**src/rtl/uart_tx_scheduler_pkg.sv**
```systemverilog
// rtl/uart_tx_scheduler_pkg.sv - shared types and constants for the UART TX scheduler
// Package tx_sched_pkg: FSM state enum, ASCII constants, frame length, BCD helpers.
// Optional feature macro: TX_SCHED_CRLF_EN (report frame gains trailing CR LF).
package tx_sched_pkg;

  typedef enum logic [1:0] {
    IDLE = 2'd0,
    CONV = 2'd1,
    SEND = 2'd2,
    WAIT = 2'd3
  } state_t;

  localparam int unsigned BIN_W      = 14;
  localparam logic [13:0] COUNT_MAX  = 14'd9999;
  localparam logic [7:0]  ASCII_ZERO = 8'h30;
  localparam logic [7:0]  ASCII_CR   = 8'h0D;
  localparam logic [7:0]  ASCII_LF   = 8'h0A;

`ifdef TX_SCHED_CRLF_EN
  localparam int unsigned FRAME_LEN = 6;
`else
  localparam int unsigned FRAME_LEN = 4;
`endif

  localparam logic [2:0] LAST_IDX = 3'(FRAME_LEN - 1);

  // Four BCD digits, index 3 is the thousands digit.
  typedef logic [3:0][3:0] bcd_t;

  function automatic logic [7:0] digit_ascii(input logic [3:0] d);
    return ASCII_ZERO + {4'h0, d};
  endfunction

endpackage

```
**src/rtl/uart_tx_scheduler_if.sv**
```systemverilog
// rtl/uart_tx_scheduler_if.sv - handshake between the scheduler and the UART transmitter
// Signals: tx_start (start strobe), tx_data (byte), tx_busy (shifting), tx_done (byte end strobe).
// master = scheduler side, slave = transmitter side.
interface uart_tx_scheduler_if;

  logic       tx_start;
  logic [7:0] tx_data;
  logic       tx_busy;
  logic       tx_done;

  modport master (
    output tx_start,
    output tx_data,
    input  tx_busy,
    input  tx_done
  );

  modport slave (
    input  tx_start,
    input  tx_data,
    output tx_busy,
    output tx_done
  );

endinterface

```
**src/rtl/uart_tx_scheduler_bin2bcd_seq.sv**
```systemverilog
// rtl/uart_tx_scheduler_bin2bcd_seq.sv - sequential 14-bit binary to 4-digit BCD converter
// Ports: clk, reset (async, active-high), start (load bin), bin[13:0],
//        done (1-cycle strobe when bcd is valid), bcd (4x4-bit, held until next start).
// Double-dabble: one add-3/shift step per cycle, 14 cycles after the start edge.
module bin2bcd_seq
  import tx_sched_pkg::*;
(
  input  logic             clk,
  input  logic             reset,
  input  logic             start,
  input  logic [BIN_W-1:0] bin,
  output logic             done,
  output bcd_t             bcd
);

  logic [BIN_W-1:0] shift_reg;
  logic [15:0]      acc;
  logic [15:0]      adj;
  logic [3:0]       step;
  logic             busy;

  // Add 3 to every digit that is 5 or more before the next left shift.
  always_comb begin
    adj = acc;
    for (int i = 0; i < 4; i++) begin
      if (acc[i*4 +: 4] >= 4'd5) begin
        adj[i*4 +: 4] = acc[i*4 +: 4] + 4'd3;
      end
    end
  end

  always_ff @(posedge clk or posedge reset) begin
    if (reset) begin
      shift_reg <= '0;
      acc       <= '0;
      step      <= '0;
      busy      <= 1'b0;
      done      <= 1'b0;
    end else begin
      done <= 1'b0;
      if (start) begin
        shift_reg <= bin;
        acc       <= '0;
        step      <= '0;
        busy      <= 1'b1;
      end else if (busy) begin
        acc       <= {adj[14:0], shift_reg[BIN_W-1]};
        shift_reg <= shift_reg << 1;
        step      <= step + 4'd1;
        if (step == 4'(BIN_W - 1)) begin
          busy <= 1'b0;
          done <= 1'b1;
        end
      end
    end
  end

  assign bcd = acc;

endmodule

```
**src/rtl/uart_tx_scheduler.sv**
```systemverilog
// rtl/uart_tx_scheduler.sv - arbitrates echo bytes and count report frames onto one UART TX
// Ports: clk, reset (async, active-high); echo_req/echo_data (received byte strobe);
//        report_req (frame request strobe), count[13:0] (live counter);
//        tx (uart_tx_scheduler_if.master: tx_start, tx_data, tx_busy, tx_done);
//        echo_drop (1-cycle pulse on discarded echo byte), sched_busy (FSM not IDLE).
// Parameter ECHO_DEPTH: echo FIFO depth, power of two, >= 2.
// Macro TX_SCHED_CRLF_EN: report frame is 4 digits + CR LF instead of 4 digits.
module uart_tx_scheduler
  import tx_sched_pkg::*;
#(
  parameter int ECHO_DEPTH = 4
) (
  input  logic                       clk,
  input  logic                       reset,
  input  logic                       echo_req,
  input  logic [7:0]                 echo_data,
  input  logic                       report_req,
  input  logic [BIN_W-1:0]           count,
  uart_tx_scheduler_if.master        tx,
  output logic                       echo_drop,
  output logic                       sched_busy
);

  localparam int AW = $clog2(ECHO_DEPTH);

  state_t           state;
  logic [7:0]       fifo_mem [ECHO_DEPTH];
  logic [AW:0]      wr_ptr;
  logic [AW:0]      rd_ptr;
  logic             fifo_empty;
  logic             fifo_full;
  logic             push;
  logic             pop;
  logic             pending;
  logic             rr_report;     // 1: report wins the next tie
  logic             is_report;
  logic [2:0]       byte_idx;
  logic [2:0]       next_idx;
  logic [7:0]       tx_data_r;
  logic             can_grant;
  logic             want_echo;
  logic             want_rep;
  logic             grant_echo;
  logic             grant_rep;
  logic             more_bytes;
  logic [BIN_W-1:0] clamped;
  logic             conv_done;
  bcd_t             bcd;

  function automatic logic [7:0] frame_byte(input logic [2:0] idx, input bcd_t d);
    logic [7:0] b;
    case (idx)
      3'd0:    b = digit_ascii(d[3]);
      3'd1:    b = digit_ascii(d[2]);
      3'd2:    b = digit_ascii(d[1]);
      3'd3:    b = digit_ascii(d[0]);
`ifdef TX_SCHED_CRLF_EN
      3'd4:    b = ASCII_CR;
      3'd5:    b = ASCII_LF;
`endif
      default: b = 8'h00;
    endcase
    return b;
  endfunction

  assign fifo_empty = (wr_ptr == rd_ptr);
  assign fifo_full  = (wr_ptr[AW] != rd_ptr[AW]) && (wr_ptr[AW-1:0] == rd_ptr[AW-1:0]);

  // New work is only taken while the line is free, so bytes that arrive during
  // a transmission stay in the FIFO and overflow is bounded by ECHO_DEPTH.
  assign can_grant  = (state == IDLE) && !tx.tx_busy;
  assign want_echo  = can_grant && !fifo_empty;
  assign want_rep   = can_grant && pending;
  assign grant_rep  = want_rep && (!want_echo || rr_report);
  assign grant_echo = want_echo && !grant_rep;

  assign pop  = grant_echo;
  assign push = echo_req && (!fifo_full || pop);

  assign clamped    = (count > COUNT_MAX) ? COUNT_MAX : count;
  assign next_idx   = byte_idx + 3'd1;
  assign more_bytes = is_report && (byte_idx != LAST_IDX);

  assign tx.tx_start = (state == SEND) && !tx.tx_busy;
  assign tx.tx_data  = tx_data_r;
  assign sched_busy  = (state != IDLE);

  // The report grant doubles as the converter start, so count is captured on that edge.
  bin2bcd_seq u_conv (
    .clk   (clk),
    .reset (reset),
    .start (grant_rep),
    .bin   (clamped),
    .done  (conv_done),
    .bcd   (bcd)
  );

  always_ff @(posedge clk) begin
    if (push) begin
      fifo_mem[wr_ptr[AW-1:0]] <= echo_data;
    end
  end

  always_ff @(posedge clk or posedge reset) begin
    if (reset) begin
      state     <= IDLE;
      wr_ptr    <= '0;
      rd_ptr    <= '0;
      pending   <= 1'b0;
      rr_report <= 1'b1;
      is_report <= 1'b0;
      byte_idx  <= '0;
      tx_data_r <= 8'h00;
      echo_drop <= 1'b0;
    end else begin
      echo_drop <= echo_req && fifo_full && !pop;
      // A request in the grant cycle survives the clear and yields one more frame.
      pending   <= report_req || (pending && !grant_rep);
      if (push) wr_ptr <= wr_ptr + 1'b1;
      if (pop)  rd_ptr <= rd_ptr + 1'b1;
      // Round-robin pointer moves only on contested grants.
      if (want_echo && want_rep) rr_report <= !grant_rep;

      case (state)
        IDLE: begin
          if (grant_echo) begin
            tx_data_r <= fifo_mem[rd_ptr[AW-1:0]];
            is_report <= 1'b0;
            state     <= SEND;
          end else if (grant_rep) begin
            is_report <= 1'b1;
            byte_idx  <= '0;
            state     <= CONV;
          end
        end
        CONV: begin
          if (conv_done) begin
            tx_data_r <= frame_byte(3'd0, bcd);
            state     <= SEND;
          end
        end
        SEND: begin
          if (!tx.tx_busy) state <= WAIT;
        end
        WAIT: begin
          if (tx.tx_done) begin
            if (more_bytes) begin
              byte_idx  <= next_idx;
              tx_data_r <= frame_byte(next_idx, bcd);
              state     <= SEND;
            end else begin
              state <= IDLE;
            end
          end
        end
        default: state <= IDLE;
      endcase
    end
  end

endmodule
```
**src/flat_wrapper.sv**
```systemverilog
// flat-port wrapper written by rule: the top's interface ports become plain ports
module uart_tx_scheduler_flat import tx_sched_pkg::*;
#(
  parameter int ECHO_DEPTH = 4
)
  (clk, reset, echo_req, echo_data, report_req, count, echo_drop, sched_busy, tx_tx_start, tx_tx_data, tx_tx_busy, tx_tx_done);
  uart_tx_scheduler_if tx_i ();
  input  logic clk;
  input  logic reset;
  input  logic echo_req;
  input  logic [7:0] echo_data;
  input  logic report_req;
  input  logic [BIN_W-1:0] count;
  output logic echo_drop;
  output logic sched_busy;
  output wire logic [$bits(tx_i.tx_start)-1:0] tx_tx_start;
  output wire logic [$bits(tx_i.tx_data)-1:0] tx_tx_data;
  input wire logic [$bits(tx_i.tx_busy)-1:0] tx_tx_busy;
  input wire logic [$bits(tx_i.tx_done)-1:0] tx_tx_done;
  assign tx_tx_start = tx_i.tx_start;
  assign tx_tx_data = tx_i.tx_data;
  assign tx_i.tx_busy = tx_tx_busy;
  assign tx_i.tx_done = tx_tx_done;
  uart_tx_scheduler #(.ECHO_DEPTH(ECHO_DEPTH)) u_core (.clk(clk), .reset(reset), .echo_req(echo_req), .echo_data(echo_data), .report_req(report_req), .count(count), .tx(tx_i), .echo_drop(echo_drop), .sched_busy(sched_busy));
endmodule
```
**config.mk**
```make
export PLATFORM = sky130hd
export DESIGN_NAME = uart_tx_scheduler_flat
export DESIGN_NICKNAME = d
export VERILOG_FILES = /design/src/rtl/uart_tx_scheduler_pkg.sv /design/src/rtl/uart_tx_scheduler_if.sv /design/src/rtl/uart_tx_scheduler_bin2bcd_seq.sv /design/src/rtl/uart_tx_scheduler.sv /design/src/flat_wrapper.sv
export SDC_FILE = /design/constraint.sdc
export NUM_CORES = 1
export LEC_CHECK = 0
export CAP_MARGIN = 20
export CORE_ASPECT_RATIO = 1.1
export CORE_UTILIZATION = 55
export CTS_CLUSTER_DIAMETER = 30
export DETAILED_ROUTE_END_ITERATION = 10
export GPL_TIMING_DRIVEN = 0
export PLACE_DENSITY = 0.74
export SLEW_MARGIN = 20
export SYNTH_ARGS = -nofsm -noshare
export SYNTH_HDL_FRONTEND = slang
export SYNTH_SLANG_ARGS = --single-unit
```
**constraint.sdc**
```tcl
create_clock -name clk -period 6.7 [get_ports clk]
set_clock_uncertainty 0.15 [all_clocks]
set_input_delay 1.34 -clock clk [delete_from_list [all_inputs] [get_ports clk]]
set_output_delay 1.34 -clock clk [all_outputs]
set_load 0.005 [all_outputs]
```
==> flow_summary.json, run 1 <==
{
  "worst_path_largest_cell_delay_ns": 0.56,
  "critPathBufInv": 2,
  "worst_setup_hold_path_clk_slew_ns": 0.09,
  "end_kind": "primary output",
  "total_leakage_power_uw": 0.00224,
  "synth.area.top_cells": "dfrtp_1 (32%), edfxtp_1 (21%), ha_1 (5.8%)",
  "synth_fp_nets": 418,
  "floorplan.initialDensity": 0.569,
  "power_density_nw_per_um2": 455,
  "antenna-diode-count": 0,
  "cts_setup_buffers": 0,
  "post_cts.resized_instances": 0,
  "layout-drive-gt1-share": 0.111,
  "power.sequential.fraction": 0.393,
  "dieHeight_um": 97.2,
  "finalMaxSlewViolations": 0,
  "cts.path.max_buffers": 2,
  "cts_tree": "built",
  "cp_data_required_time_ns": 5.21,
  "worst_setup_margin_ns": 2.57,
  "clock-root-buffer": "clkbuf_8",
  "timing_hold_violations_final": 0,
  "dpl_cell_area_um2": 5070,
  "first_pass_iters": 4,
  "synth_enable_flop_cells": 32,
  "finalInstanceArea_um2": 5270,
  "final-setup-viol-count": 0,
  "post_drt_via_cell_ratio": 5.53,
  "avgSynthCellArea_um2": 12.3,
  "detail-route-antenna-nets": 0,
  "num_vias": 2940,
  "multi_input_comb_area_um2": 1930,
  "synthesized_flop_and_latch_total": 91,
  "power.share.combinational": 0.453,
  "num-nets-final": 468,
  "timing.slew.headroom": 0.515,
  "fp.coreArea_um2": 7960,
  "largest_register_ff_count": 32,
  "ff_latch_area_um2": 2440,
  "sw_frac_of_total": 0.365,
  "area_growth_pct": 16.4,
  "synthesis.area_um2": 4530,
  "synth_ff_type": "dfrtp_1",
  "placement.io_buffers": 38,
  "number_of_antenna_violations_at_the_first_check_in_global_routing": 0,
  "share_of_flip_flops_with_an_asynchronous_set_or_reset": 0.648,
  "cp_slowest_cell": "clkdlybuf4s50_1",
  "crit_arrival_ns": 2.64,
  "gpl.final_weighted_congestion": 0.808,
  "setup.worst_path.class": "input pin to primary output",
  "dp_worst_setup_slack_ns": 2.59,
  "grt_use_total": 0.209,
  "max_freq_ghz": 0.242,
  "die-area_um2": 8600,
  "cp_cell_sequence": "clkdlybuf4s50_1, nor3b_1, clkdlybuf4s50_1",
  "ys.warnings.count": 0,
  "detail_route.iter0.violations": 161,
  "timing.critical_path.from_type": "input pin",
  "synth_top_cell_area_share": 0.320,
  "syn-instance-count": 369,
  "totalNegativeSetupSlack_ns": 0,
  "period_share": 0.617,
  "cts_buffers": 9,
  "clk_latency_ns": 0.35,
  "rsz_0062_raised_after_global_routing": "no",
  "cts_hold_buffers": 0,
  "whs_ns": 0.351,
  "detailed_place_hpwl_um": 5870,
  "floorplan.io_pins": 39,
  "maximum_number_of_pins_on_one_net_before_global_route_repair": 57,
  "post-route-min-period_ns": 4.13,
  "hold_path_class": "register to register",
  "synth.yosys.seq_area_share": 0.538,
  "reg2reg_setup_slack_ns": 4.31,
  "h-tree-depth": 3,
  "power_uw": 2400,
  "first_pass_grt_wire_length_um": 13600,
  "routed_wirelength_um": 8260,
  "overflow": 0,
  "drc": 0,
  "netlist.top_cell.by_area": "dfrtp_1",
  "die_w_um": 88.5,
  "grt_pass1_vias": 2909,
  "max_cap_violations": 0,
  "crit_family": "buffers and inverters",
  "power.internal_uw": 1520,
  "fillCellCount": 632,
  "worst_pin_slew_ns": 0.727,
  "synthDistinctLibCells": 53,
  "worstPathMaxFanout": 5,
  "peak_supply_drop_mv": 0.250,
  "cts.sink_count": 91,
  "fp-row-count": 34,
  "power.net_switching_uw": 876,
  "crit_top_cell": "clkdlybuf4s50_1",
  "detail_route.wl_per_cell_um": 15.5,
  "outcome": "finished clean",
  "clock_power_share": 0.154
}
## stage by stage
| stage | instances | utilization |
|---|---|---|
| 6_report | 532 | 0.663 |
| 2_1_floorplan | 369 | - |
| 3_5_place_dp | 516 | 0.638 |
| 4_1_cts | 532 | 0.663 |
| 5_1_grt | 532 | 0.663 |
| 3_3_place_gp | 515 | 0.634 |
## power by group through the flow
| stage | logic [µW] | registers [µW] | clock network [µW] |
|---|---|---|---|
| final | 1090 | 943 | 371 |
| after global routing | 1210 | 968 | 401 |
| after CTS | 1100 | 943 | 376 |
| after detailed placement | 1090 | 953 | 0 |
| after global placement | 1060 | 945 | 0 |
| after floorplan | 848 | 910 | 0 |
## tightest hold or removal path, delay by kind of cell (launching register included)
family / cells / cell delay [ns]
AND/OR/NAND/NOR: 2 / 0.12
flip-flops: 1 / 0.35
## cell type report
cell class,instances,area share
clock buffer,11,0.0252
sequential,91,0.463
timing repair buffer,39,0.0774
tap,108,0.0256
buffer,15,0.0159
clock inverter,5,0.0121
multi-input combinational,242,0.366
inverter,21,0.0154
## final timing paths
check,startpoint,endpoint,cells past startpoint
setup / recovery,tx_tx_busy,tx_tx_start,3
hold / removal,u_core.is_report,u_core.is_report,2
setup reg to reg,u_core.byte_idx[0],u_core.tx.tx_data[3],7
hold reg to reg,u_core.is_report,u_core.is_report,2
max in group asynchronous,reset,u_core.rr_report,3
min in group asynchronous,reset,u_core.echo_drop,2
## synth_stat cells, drive strengths merged, types with 2 or more instances
library cell and n:
a21o 3, nand4 2, nor2b 3, xor2 6, or4 2, o21ai 21
nor3 7, nor3b 5, xnor2 11, nand2 19, clkbuf 5, nand3b 3
a2bb2oi 3, mux2i 22, buf 10, dfrtp 58, a222oi 4, and3 4
nand3 15, a31oi 2, inv 21, a211oi 2, edfxtp 32, ha 21
mux2 9, or2 2, mux4 8, a21oi 24, nor2 21, nand2b 9
o211ai 2
## kinds of logic after synthesis
group / after synthesis / synth area share
compound gates: 71 / 0.101
xor+xnor: 17 / 0.0362
fa+ha+maj: 21 / 0.0580
buf+inv: 36 / 0.0359
flops: 91 / 0.538
mux: 39 / 0.123
simple gates: 94 / 0.108
## routing by layer
layer	part of all wire	GRT usage	up-vias	routed length, µm
met4	0.016	0.0695	0	131
li1	-	-	1425	-
met2	0.51	0.346	59	4190
met1	0.44	0.272	1443	3610
met5	0	0	-	0
met3	0.039	0.0416	13	323
## cells in the final DEF, fill, tap and decap left out, types with 4 or more instances in the layout
master,instances
o21ai_0,20
nor3b_1,4
buf_4,4
xnor2_1,11
xor2_1,4
mux2i_1,22
nand2_1,19
a222oi_1,4
clkdlybuf4s50_1,38
edfxtp_1,32
and3_1,4
clkbuf_1,6
mux2_4,8
ha_1,21
a21oi_1,24
clkbuf_8,9
mux4_1,7
nand3_1,15
inv_1,20
nand2b_1,9
nor2_1,21
dfrtp_1,58
nor3_1,7
buf_2,4
Note: power is estimated with default switching activity, not from simulation.
==> run 2, diff against run 1 <==
--- a/config.mk
+++ b/config.mk
@@ -7,7 +7,7 @@
 export LEC_CHECK = 0
 export CAP_MARGIN = 20
 export CORE_ASPECT_RATIO = 1.1
-export CORE_UTILIZATION = 55
+export CORE_UTILIZATION = 52
 export CTS_CLUSTER_DIAMETER = 30
 export DETAILED_ROUTE_END_ITERATION = 10
 export GPL_TIMING_DRIVEN = 0
==> constraint.sdc (replaced) <==
create_clock -name clk -period 3.45 [get_ports clk]
set_clock_uncertainty 0.15 [all_clocks]
set_input_delay 0.69 -clock clk [delete_from_list [all_inputs] [get_ports clk]]
set_output_delay 0.69 -clock clk [all_outputs]
set_load 0.005 [all_outputs]
==> flow_summary.json, run 2 (synthesis results as in run 1) <==
{
  "first_pass_grt_wire_length_um": 14700,
  "timing.slew.headroom": 0.511,
  "power_density_nw_per_um2": 892,
  "post_drt_via_cell_ratio": 5.52,
  "end_kind": "primary output",
  "maximum_number_of_pins_on_one_net_before_global_route_repair": 36,
  "detail-route-antenna-nets": 0,
  "setup.worst_path.class": "register to primary output",
  "dieHeight_um": 99.9,
  "worst_pin_slew_ns": 0.734,
  "worstPathMaxFanout": 10,
  "routed_wirelength_um": 8580,
  "num_vias": 2952,
  "most_common_cell_after_layout_fill_and_taps_aside": "dfrtp_1",
  "final-setup-viol-count": 0,
  "die_w_um": 91.0,
  "max_cap_violations": 0,
  "area_growth_pct": 16.2,
  "placement.io_buffers": 38,
  "rsz_0062_raised_after_global_routing": "no",
  "cts_hold_buffers": 0,
  "number_of_antenna_violations_at_the_first_check_in_global_routing": 0,
  "post_layout_nonfiller_instances": 535,
  "floorplan.io_pins": 39,
  "peak_supply_drop_mv": 0.435,
  "floorplan.initialDensity": 0.539,
  "overflow": 0,
  "grt_use_total": 0.208,
  "cts.sink_count": 91,
  "clk_latency_ns": 0.37,
  "crit_arrival_ns": 2.13,
  "cts_buffers": 9,
  "worst_setup_hold_path_clk_slew_ns": 0.08,
  "period_share": 0.861,
  "timing_hold_violations_final": 0,
  "fp.coreArea_um2": 8410,
  "detail_route.wl_per_cell_um": 16.0,
  "worst_setup_margin_ns": 0.480,
  "detailed_place_hpwl_um": 6130,
  "dp_worst_setup_slack_ns": 0.613,
  "cts_setup_buffers": 0,
  "hold_path_class": "register to register",
  "layout-drive-gt1-share": 0.111,
  "cts_tree": "built",
  "cp_data_required_time_ns": 2.61,
  "cts.path.max_buffers": 2,
  "gpl.final_weighted_congestion": 0.761,
  "antenna-diode-count": 0,
  "grt_pass1_vias": 3101,
  "num-nets-final": 468,
  "h-tree-depth": 3,
  "finalMaxSlewViolations": 0,
  "total_leakage_power_uw": 0.00224,
  "largest_register_ff_count": 32,
  "die-area_um2": 9090,
  "first_pass_iters": 5,
  "fp-row-count": 35,
  "cell_total_after_placement": 519,
  "outcome": "finished clean",
  "max_freq_ghz": 0.337,
  "timing.critical_path.from_type": "register",
  "detail_route.iter0.violations": 167,
  "drc": 0,
  "clock-root-buffer": "clkbuf_8",
  "totalNegativeSetupSlack_ns": 0,
  "post-route-min-period_ns": 2.97,
  "commonest_cells_after_routing_fill_and_taps_aside": "dfrtp_1 (58), clkdlybuf4s50_1 (38), edfxtp_1 (32), a21oi_1 (24), mux2i_1 (22)",
  "post_cts.resized_instances": 0
}
-- run 2: area by class of cell --
class,instances,area (µm²)
Fill cell,700,3140
Timing Repair Buffer,39,400
Multi-Input combinational cell,242,1930
Inverter,21,81.3
Tap cell,111,139
Sequential cell,91,2440
Buffer,15,83.8
Clock buffer,10,128
Clock inverter,6,66.3
-- run 2: critical path, stage by stage (launching register included) --
cell             delay (ns)
dfrtp_1                0.41
buf_2                  0.20
clkbuf_1               0.24
nor3b_1                0.35
clkdlybuf4s50_1        0.56
-- run 2: final timing paths --
kind                                     from                          to  slack [ns]  depth (start not counted)
setup / recovery              u_core.state[0]                 tx_tx_start        0.48                          4
max in group asynchronous               reset            u_core.rr_report        2.10                          3
min in group asynchronous               reset  u_core.u_conv.shift_reg[8]        0.48                          2
setup reg to reg           u_core.byte_idx[0]        u_core.tx.tx_data[1]        1.10                          7
hold reg to reg              u_core.wr_ptr[2]            u_core.wr_ptr[2]        0.34                          1
hold / removal               u_core.wr_ptr[2]            u_core.wr_ptr[2]        0.34                          1
-- run 2: report_power, final --
group / internal (µW) / switching [µW]
combinational: 1080 / 1050
sequential: 1530 / 307
clock: 338 / 385
-- run 2: routing by layer --
| metal | global-route usage | routed length, µm |
|---|---|---|
| met5 | 0 | 0 |
| met4 | 0.0525 | 89 |
| met3 | 0.0523 | 320 |
| met2 | 0.365 | 4390 |
| met1 | 0.259 | 3780 |
-- run 2: through the flow --
step | power, µW | util | cell area (µm²) | hold slack [ns]
after floorplan | 3410 | - | 4530 | 0.308
after global placement | 3900 | 0.600 | 5050 | 0.326
after detailed placement | 3990 | 0.603 | 5070 | 0.327
after CTS | 4730 | 0.626 | 5270 | 0.343
after global routing | 5050 | 0.626 | 5270 | 0.356
final | 4700 | 0.626 | 5270 | 0.341
==> run 3, diff against run 2 <==
--- a/config.mk
+++ b/config.mk
@@ -10,7 +10,6 @@
 export CORE_UTILIZATION = 52
 export CTS_CLUSTER_DIAMETER = 30
 export DETAILED_ROUTE_END_ITERATION = 10
-export GPL_TIMING_DRIVEN = 0
 export PLACE_DENSITY = 0.74
 export SLEW_MARGIN = 20
 export SYNTH_ARGS = -nofsm -noshare
==> flow_summary.json, run 3 (synthesis results as in run 1) <==
{
  "ff_latch_area_um2": 2440,
  "number_of_antenna_violations_at_the_first_check_in_global_routing": 0,
  "detail-route-antenna-nets": 0,
  "sw_frac_of_total": 0.366,
  "fp-row-count": 35,
  "dpl_cell_area_um2": 5010,
  "grt_pass1_vias": 2789,
  "whs_ns": 0.346,
  "placement.io_buffers": 38,
  "grt_use_total": 0.187,
  "post_drt_via_cell_ratio": 5.49,
  "detail_route.wl_per_cell_um": 15.0,
  "max_freq_ghz": 0.363,
  "power_uw": 4610,
  "floorplan.io_pins": 39,
  "setup.worst_path.class": "input pin to primary output",
  "h-tree-depth": 3,
  "hold_path_class": "register to register",
  "total_leakage_power_uw": 0.00221,
  "worstPathMaxFanout": 5,
  "holdPathStages": 2,
  "worst_pin_slew_ns": 0.686,
  "max_cap_violations": 0,
  "power.internal_uw": 2920,
  "detail_route.iter0.violations": 172,
  "cts_buffers": 9,
  "post-route-min-period_ns": 2.75,
  "floorplan.initialDensity": 0.539,
  "drc": 0,
  "crit_arrival_ns": 1.91,
  "timing.slew.headroom": 0.543,
  "fillCellCount": 691,
  "clock-root-buffer": "clkbuf_8",
  "gpl.final_weighted_congestion": 0.815,
  "detailed_place_hpwl_um": 5520,
  "power.net_switching_uw": 1690,
  "outcome": "finished clean",
  "clk_latency_ns": 0.35,
  "power.sequential.fraction": 0.416,
  "commonest_cells_after_routing_fill_and_taps_aside": "dfrtp_1 (58), clkdlybuf4s50_1 (38), edfxtp_1 (32), a21oi_1 (24), mux2i_1 (22)",
  "first_pass_iters": 4,
  "die_w_um": 91.0,
  "worst_setup_hold_path_clk_slew_ns": 0.09,
  "num-nets-final": 456,
  "overflow": 0,
  "r2r.worst_path.cells": 5,
  "timing_hold_violations_final": 0,
  "finalInstanceArea_um2": 5210,
  "post_cts.resized_instances": 0,
  "power_density_nw_per_um2": 885,
  "finalMaxSlewViolations": 0,
  "first_pass_grt_wire_length_um": 13600,
  "power.share.combinational": 0.424,
  "fp.coreArea_um2": 8410,
  "cts.path.max_buffers": 2,
  "cts_tree": "built",
  "cts_setup_buffers": 0,
  "cts.sink_count": 91,
  "num_vias": 2873,
  "clock_power_share": 0.160,
  "most_common_cell_after_layout_fill_and_taps_aside": "dfrtp_1",
  "cp_data_required_time_ns": 2.61,
  "maximum_number_of_pins_on_one_net_before_global_route_repair": 60,
  "largest_register_ff_count": 32,
  "final-setup-viol-count": 0,
  "rsz_0062_raised_after_global_routing": "no",
  "multi_input_comb_area_um2": 1930,
  "end_kind": "primary output",
  "antenna-diode-count": 0,
  "cell_total_after_placement": 507,
  "period_share": 0.798,
  "peak_supply_drop_mv": 0.510,
  "layout-drive-gt1-share": 0.102,
  "die-area_um2": 9090,
  "post_layout_nonfiller_instances": 523,
  "timing.critical_path.from_type": "input pin",
  "cts_hold_buffers": 0,
  "totalNegativeSetupSlack_ns": 0,
  "dieHeight_um": 99.9,
  "routed_wirelength_um": 7830,
  "area_growth_pct": 15.1
}
[run 3: per-stage QoR]
stage | utilization | worst slack [ns]
after floorplan | - | 1.16
after global placement | 0.596 | 0.709
after detailed placement | 0.596 | 0.709
after CTS | 0.620 | 0.690
after global routing | 0.620 | 0.609
final | 0.620 | 0.697
[run 3: cell type report]
type | count | share of cell area
timing repair buffer | 42 | 0.0811
clock buffer | 9 | 0.0238
multi-input combinational | 242 | 0.370
tap | 111 | 0.0266
sequential | 91 | 0.468
clock inverter | 7 | 0.0158
inverter | 21 | 0.0151
[run 3: worst paths after layout]
| kind | startpoint | endpoint | slack, ns |
|---|---|---|---|
| min reg2reg | u_core.is_report | u_core.is_report | 0.35 |
| max reg2reg | u_core.state[0] | u_core.u_conv.shift_reg[1] | 1.05 |
| max | tx_tx_busy | tx_tx_start | 0.70 |
| min in group asynchronous | reset | u_core.u_conv.step[2] | 0.55 |
| min | u_core.is_report | u_core.is_report | 0.35 |
| max in group asynchronous | reset | u_core.rr_report | 2.30 |
[run 3: worst max-delay path, cell delays in order]
cell	delay [ns]
clkdlybuf4s50_1	0.48
nor3b_1	0.21
clkdlybuf4s50_1	0.53
[run 3: layer usage]
layer  global-route usage  part of all wire  routed length, µm
met5                    0                 0                  0
met4               0.0476            0.0051                 40
met3               0.0394             0.034                267
met2                0.299              0.49               3810
met1                0.265              0.47               3710
[run 3: power groups by stage]
stage / sequential [µW] / clock, µW / combinational, µW
after CTS: 1930 / 758 / 1980
after global routing: 1980 / 797 / 2200
after detailed placement: 1940 / 0 / 1970
final: 1920 / 740 / 1950
after floorplan: 1770 / 0 / 1650
after global placement: 1920 / 0 / 1890
